<file path="src/rtl/float_mant_div_seq.sv">
// Sequential restoring mantissa divider for the float divide path.
// Produces one quotient bit per clock, along with the sign and the biased exponent difference.
module float_mant_div_seq #(
   parameter int unsigned MANT_W     = 24,
   parameter int unsigned FRAC_SHIFT = 23,
   parameter int unsigned EXP_W      = 8
) (
   input  logic                clk,
   input  logic                reset,
   input  logic                in_valid,
   output logic                in_ready,
   input  logic [MANT_W-1:0]   a_mant,
   input  logic [MANT_W-1:0]   b_mant,
   input  logic [EXP_W-1:0]    a_exp,
   input  logic [EXP_W-1:0]    b_exp,
   input  logic                a_sign,
   input  logic                b_sign,
   output logic                out_valid,
   input  logic                out_ready,
   output logic [31:0]         quotient,
   output logic [MANT_W-1:0]   remainder,
   output logic                sign,
   output logic [EXP_W+1:0]    exp_diff,
   output logic                div_zero
);

   localparam int unsigned ITERS = MANT_W + FRAC_SHIFT;
   localparam int unsigned CNT_W = $clog2(ITERS);
   localparam int unsigned Q_W   = 32;
   localparam int unsigned ED_W  = EXP_W + 2;
   localparam logic [ED_W-1:0] BIAS = ED_W'((1 << (EXP_W - 1)) - 1);

   typedef enum logic [1:0] {IDLE, RUN, DONE} state_t;

   state_t              state;
   logic [ITERS-1:0]    dvd;
   logic [MANT_W-1:0]   dvs;
   logic [CNT_W-1:0]    cnt;
   logic [MANT_W:0]     trial;
   logic [MANT_W-1:0]   diff;
   logic                ge;

   // The remainder stays below the divisor, so the MANT_W-bit difference is exact whenever ge is set.
   assign trial = {remainder, dvd[ITERS-1]};
   assign ge    = (trial >= {1'b0, dvs});
   assign diff  = trial[MANT_W-1:0] - dvs;

   always_ff @(posedge clk or posedge reset) begin
      if (reset) begin
         state     <= IDLE;
         in_ready  <= 1'b1;
         out_valid <= 1'b0;
         quotient  <= '0;
         remainder <= '0;
         sign      <= 1'b0;
         exp_diff  <= '0;
         div_zero  <= 1'b0;
         dvd       <= '0;
         dvs       <= '0;
         cnt       <= '0;
      end else begin
         case (state)
            IDLE: begin
               if (in_valid) begin
                  in_ready  <= 1'b0;
                  dvd       <= {a_mant, {FRAC_SHIFT{1'b0}}};
                  dvs       <= b_mant;
                  sign      <= a_sign ^ b_sign;
                  exp_diff  <= ED_W'(a_exp) - ED_W'(b_exp) + BIAS;
                  cnt       <= CNT_W'(ITERS - 1);
                  remainder <= '0;
                  if (b_mant == '0) begin
                     quotient <= '1;
                     div_zero <= 1'b1;
                     state    <= DONE;
                  end else begin
                     quotient <= '0;
                     div_zero <= 1'b0;
                     state    <= RUN;
                  end
               end
            end
            RUN: begin
               dvd       <= dvd << 1;
               quotient  <= {quotient[Q_W-2:0], ge};
               remainder <= ge ? diff : trial[MANT_W-1:0];
               if (cnt == '0) state <= DONE;
               else           cnt   <= cnt - CNT_W'(1);
            end
            DONE: begin
               // out_valid rises one clock after entering DONE; the result then holds until it is consumed.
               if (!out_valid) begin
                  out_valid <= 1'b1;
               end else if (out_ready) begin
                  out_valid <= 1'b0;
                  in_ready  <= 1'b1;
                  state     <= IDLE;
               end
            end
            default: state <= IDLE;
         endcase
      end
   end

endmodule
</file>
<file path="config.mk">
export PLATFORM = sky130hd
export DESIGN_NAME = float_mant_div_seq
export DESIGN_NICKNAME = d
export VERILOG_FILES = /design/src/rtl/float_mant_div_seq.sv
export SDC_FILE = /design/constraint.sdc
export NUM_CORES = 1
export LEC_CHECK = 0
export CORE_MARGIN = 2
export CORE_UTILIZATION = 35
export DETAILED_ROUTE_END_ITERATION = 10
export SYNTH_ARGS = -nofsm -noshare
export SYNTH_HDL_FRONTEND = slang
export SYNTH_SLANG_ARGS = --single-unit
</file>
<file path="constraint.sdc">
create_clock -name clk -period 6.4 [get_ports clk]
set_input_delay 1.92 -clock clk [delete_from_list [all_inputs] [get_ports clk]]
set_output_delay 1.92 -clock clk [all_outputs]
set_load 0.02 [all_outputs]
</file>
==> results of run 1 <==
## sequential cells by signal, summed over array words and instances, names as in the netlist
signal,count
sign,1
dvd,24
state,2
dvs,24
cnt,6
remainder,24
quotient,32
out_valid,1
div_zero,1
exp_diff,10
in_ready,1
## per-layer routing
| metal | global-route usage | vias up | share of wire |
|---|---|---|---|
| met2 | 0.265 | 119 | 0.44 |
| met5 | 0 | - | 0 |
| met4 | 0.0378 | 0 | 0.0064 |
| li1 | - | 3062 | - |
| met1 | 0.251 | 2819 | 0.50 |
| met3 | 0.0520 | 10 | 0.060 |
## synth_stat cells (4+ instances only)
cell,n,area share
nor3_1,7,0.0051
buf_2,4,0.0029
and3_1,7,0.0063
nand3_1,12,0.0087
nand2b_1,6,0.0054
buf_1,4,0.0022
a22oi_1,4,0.0043
nor4_1,7,0.0063
dfrtp_1,125,0.45
nor2_1,98,0.053
and2_1,4,0.0036
a32oi_1,7,0.0089
xor2_1,18,0.023
xnor2_1,17,0.022
ha_1,36,0.065
o21ai_1,4,0.0029
a211oi_1,5,0.0054
inv_1,43,0.023
a31oi_1,28,0.025
clkbuf_1,31,0.017
a21o_1,9,0.0098
nand4_1,6,0.0054
a21oi_1,73,0.053
o21a_1,5,0.0054
o21ai_0,70,0.051
nand2_1,155,0.084
## power by group through the flow
stage                     registers, W  logic [W]  clock network [W]
after floorplan                0.00116   0.000383                  0
after global placement         0.00106   0.000833                  0
after detailed placement       0.00106   0.000837                  0
after CTS                      0.00105   0.000844           0.000944
after global routing           0.00107   0.000930           0.000983
final                          0.00104   0.000836           0.000924
## placed cells by master (no fill, tap or decap), types with 17 or more instances in the layout
cell type and instances:
nor2_1 95, a21oi_1 72, xnor2_1 17, inv_1 42, a31oi_1 28, clkbuf_16 17, ha_1 36, o21ai_0 70
clkdlybuf4s50_1 139, nand2_1 155, xor2_1 18, dfrtp_1 125
## final cells by class
cell class | instances | area, µm² | share of cell area
inverters | 43 | 164 | 0.0179
multi-input cells | 610 | 3480 | 0.380
flip-flops and latches | 126 | 3150 | 0.345
clock inverters | 14 | 135 | 0.0148
repair buffers | 148 | 1460 | 0.159
clock buffers | 18 | 429 | 0.0469
well taps | 265 | 332 | 0.0362
## through the flow
step	utilization	hold WS, ns
6_report	0.472	0.474
5_1_grt	0.472	0.498
4_1_cts	0.472	0.478
3_5_place_dp	0.443	0.469
3_3_place_gp	0.443	0.460
2_1_floorplan	-	0.450
## worst min-delay path: cells and delay by family (launching register included)
family	cells	cell delay, ns
flip-flops	1	0.34
AND/OR/NAND/NOR	2	0.11
## cell families (layout without fill, tap and decap cells)
group | count (synthesis) | count (layout)
fa+ha+maj | 37 | 37
simple gates | 311 | 311
flops | 126 | 126
buf+inv | 82 | 223
xor+xnor | 35 | 35
compound gates | 224 | 224
mux | 3 | 3
## path summary, 6_finish.rpt
check / start / endpoint / slack, ns
min in group asynchronous: reset / quotient[7] / 1.98
min reg2reg: div_zero / div_zero / 0.47
max in group asynchronous: reset / in_ready / 3.47
min: div_zero / div_zero / 0.47
max: b_exp[1] / exp_diff[7] / 2.09
max reg2reg: remainder[5] / remainder[21] / 3.15
==> metrics, run 1 <==
Site Rows 51; WL/cell 14.5 µm; Post-Syn Area 0.00691 mm²; Synth Instances 818; dpl cell area 0.00858 mm²; sw power 0.000932 W; GP Congestion 0.824; H-tree depth 4; Synth Area in Compound Gates 0.193; Crit. End Element register; Final Skew 0.0102 ns; placed cells 1,192; multiplexer share of the synthesized area 0.00452; fin nets 1,053; Worst Path Required 6.66 ns; Clock transition at path regs 0.06 ns; CTS Buf Count 17; GRT Overall Usage 0.176; Fill cells 1,939; yosys warns 0; Post CTS Setup Buffer Count 0; CP top delay family compound AO/OA/AOI/OAI gates; WHS Path Cells 2; Worst-Skew Late Latency 0.42 ns; Crit Path Category in2reg; final wirelength 17,700 µm; DRC Markers 0; fmax 232 MHz; Syn Nets 925; flops & latches, synth 126; 1st-iter DRT viols 311; # IOs 140; Final Hold Viols 0; buffers and inverters on the worst path 2; Avg Cell Area, Syn 8.45 µm²; pin count of the biggest net entering global routing 58; crit path time final 4.31 ns; largest family of logic cells by synthesized area compound AO/OA/AOI/OAI gates; fin. max-slew vios 0; CTS Root Cell clkbuf_16; sw frac 0.333; critical path startpoint category input pin; Seq/Total Area, Yosys 0.456; layout cell share with drive strength beyond 1 0.0553; Die Y-Extent 145 µm; sequential share of power 0.372; Slowest-stage cell, CP clkdlybuf4s50_1; MaxCap Viol Count 0; PwrDens 306 mW/mm²; worst setup margin 2.09 ns; worst slew pin tran 1.05 ns; Rel. slew slack 0.296; post-layout instance area 0.00915 mm²; routed via count 6,010; VDD IR-drop max 0.000186 V; CTS tree done; Synth Area in Simple Gates 0.189; P_leak 4.24 nW; Async S/R FF share, synth 1.00; DIE AREA 0.0209 mm²; Pint 0.00187 W; Antenna Diode Count 0; Core Area 0.0194 mm²; DP Wirelength 12,500 µm; cts repair resizes 0; CTS hold repair buffers 0; Synth Area in XOR/XNOR 0.0443; Power Total 0.00280 W; RSZ-0062 raised after global routing no; grt ovf 0; Synth Flop Type dfrtp_1; first-pass GRT wire length 29,200 µm; Placement Setup Slack 1.67 ns; DRT antenna net count 0; non-filler cells, final 1,224; cell count along the critical path 12; Netlist cell types 49; Longest Clk Path Bufs 2; via/cell ratio 4.91; EDFF count, synth 0; Num Clock Sinks 126; vias in the first global route 5,826; worst stage delay on the critical path 0.45 ns; initial cell density of the core 0.356; Clock Power Share 0.329; final cycle utilization of the critical path 0.673; setup TNS 0 ns; Final Setup Violations 0; initial antenna violation count 0; R2R cell count 9; P&R area growth vs syn 32.3%; DRT Pass-1 Iters 5; worst hold path class reg2reg; Adder-Cell Fraction of Synth Area 0.0681; crit-path cells clkdlybuf4s50_1, inv_1, ha_1, nor2b_4, o21a_1, o21a_1, or3_4, a2111oi_4, and2b_1, xnor2_1, xnor2_1, o21ai_1; Comb power frac 0.298; crit-path max FO 4; IO Port Bufs 139; Die W 145 µm; critical path arrival 4.57 ns; outcome completed
Note: power is estimated with default switching activity, not from simulation.
==> inputs of run 2 (changes only) <==
==> constraint.sdc (replaced) <==
create_clock -name clk -period 4.4 [get_ports clk]
set_input_delay 1.32 -clock clk [delete_from_list [all_inputs] [get_ports clk]]
set_output_delay 1.32 -clock clk [all_outputs]
set_load 0.02 [all_outputs]
==> run 2 against run 1 <==
Compared with the run above:
- register-to-register slack worse by 1.7 ns
- non-clock buffer count up 2
- critical endpoint unchanged
- worst hold slack better by 0.0062 ns
- highest routed layer unchanged
- critical path depth unchanged
==> metrics, run 2 (synthesized netlist as in run 1, its figures left out) <==
final wirelength 17,600 µm; Placement Setup Slack 0.280 ns; Die W 145 µm; number of flip-flops in the largest register 32; hold wc startpoint exp_diff[9]; post-layout instance area 0.00923 mm²; worst hold path class reg2reg; routed via count 6,048; CTS Root Cell clkbuf_16; most frequent cells in the layout 155 x nand2_1, 139 x clkdlybuf4s50_1, 125 x dfrtp_1; P_leak 4.28 nW; via/cell ratio 4.93; vias in the first global route 5,657; dpl cell area 0.00863 mm²; GRT Overall Usage 0.171; DP Wirelength 12,200 µm; PwrDens 453 mW/mm²; fmax 272 MHz; CP top delay family compound AO/OA/AOI/OAI gates; pin count of the biggest net entering global routing 127; Worst-Skew Late Latency 0.42 ns; Core Area 0.0194 mm²; Post CTS Setup Buffer Count 0; P&R area growth vs syn 33.5%; H-tree depth 4; outcome completed; Site Rows 51; Final Hold Viols 0; leading cell type in the layout, fill and taps excluded nand2_1; layout cell share with drive strength beyond 1 0.0583; crit-path max FO 4; IO Port Bufs 139; setup TNS 0 ns; CTS Buf Count 17; critical path startpoint category input pin; Num Clock Sinks 126; reg2reg start remainder[2]; first-pass GRT wire length 28,500 µm; DIE AREA 0.0209 mm²; Reg with most FFs quotient; RSZ-0062 raised after global routing no; Crit. End Element register; Longest Clk Path Bufs 2; Die Y-Extent 145 µm; MaxCap Viol Count 0; Slowest-stage cell, CP clkdlybuf4s50_1; crit-path cells clkdlybuf4s50_1, inv_1, ha_1, nor2b_4, o21a_1, o21a_1, or3_4, a2111oi_4, and2b_1, xnor2_1, xnor2_1, o21ai_1; grt ovf 0; Worst Path Required 4.68 ns; final cell utilization of the core 0.476; # IOs 140; DRT Pass-1 Iters 5; initial antenna violation count 0; VDD IR-drop max 0.000270 V; worst stage delay on the critical path 0.45 ns; CP startpoint b_exp[1]; fin. max-slew vios 0; CTS tree done; CTS hold repair buffers 0; WL/cell 14.4 µm; 1st-iter DRT viols 286; GP Congestion 0.832; Rel. slew slack 0.536; initial cell density of the core 0.356; Final Skew 0.00962 ns; cts repair resizes 0; final cycle utilization of the critical path 0.837; buffers and inverters on the worst path 2; Crit Path Category in2reg; worst setup margin 0.717 ns; DRC Markers 0; crit path time final 3.68 ns; Final Setup Violations 0; Clock transition at path regs 0.06 ns; worst slew pin tran 0.696 ns; Antenna Diode Count 0; DRT antenna net count 0; critical path arrival 3.96 ns; fin nets 1,055
==> run 2: changes by cell type in the layout (fill, tap and decap cells not counted), sizes merged <==
cell | previous run | this run
clkinvlp | 4 | 1
buf | 9 | 11
clkinv | 4 | 6
bufinv | 1 | 2
clkbuf | 18 | 17
inv | 48 | 49
==> run 2: metrics by stage <==
step	cells	total power [W]	hold WS [ns]
floorplan	818	0.00224	0.450
global placement	1194	0.00275	0.460
detailed placement	1194	0.00276	0.468
CTS	1226	0.00423	0.489
global route	1226	0.00441	0.498
finish	1226	0.00418	0.480
==> run 2: tightest hold or removal path, cell delays in order, from the launching register on <==
cell	delay [ns]
dfrtp_1	0.34
nand2_1	0.05
o31ai_1	0.05
==> run 2: layout make-up <==
class                      instances  area [µm²]
inverter                          43         165
clock inverter                    15         176
timing repair buffer             150        1500
multi-input combinational        610        3480
tap                              265         332
sequential                       126        3150
fill                            1940       10200
clock buffer                      17         425
==> run 2: per-layer routing <==
metal	vias up	GRT usage	share of wire	routed length (µm)
met4	0	0.0429	0.0057	101
met3	9	0.0397	0.054	943
met5	-	0	0	0
li1	3058	-	-	-
met2	137	0.256	0.43	7560
met1	2844	0.251	0.51	9010
==> run 2: final timing paths <==
kind                                  to  slack [ns]  cells after the start
max                          exp_diff[7]        0.72                     12
min                          exp_diff[9]        0.48                      2
max reg2reg                remainder[21]        1.42                      9
min reg2reg                  exp_diff[9]        0.48                      2
max in group asynchronous    quotient[8]        2.43                      3
min in group asynchronous        dvs[21]        1.45                      3
==> run 2: power by group <==
part           internal (W)  total, W  switching [W]
clock network      0.000854   0.00144       0.000585
registers           0.00136   0.00152       0.000160
logic              0.000577   0.00122       0.000645
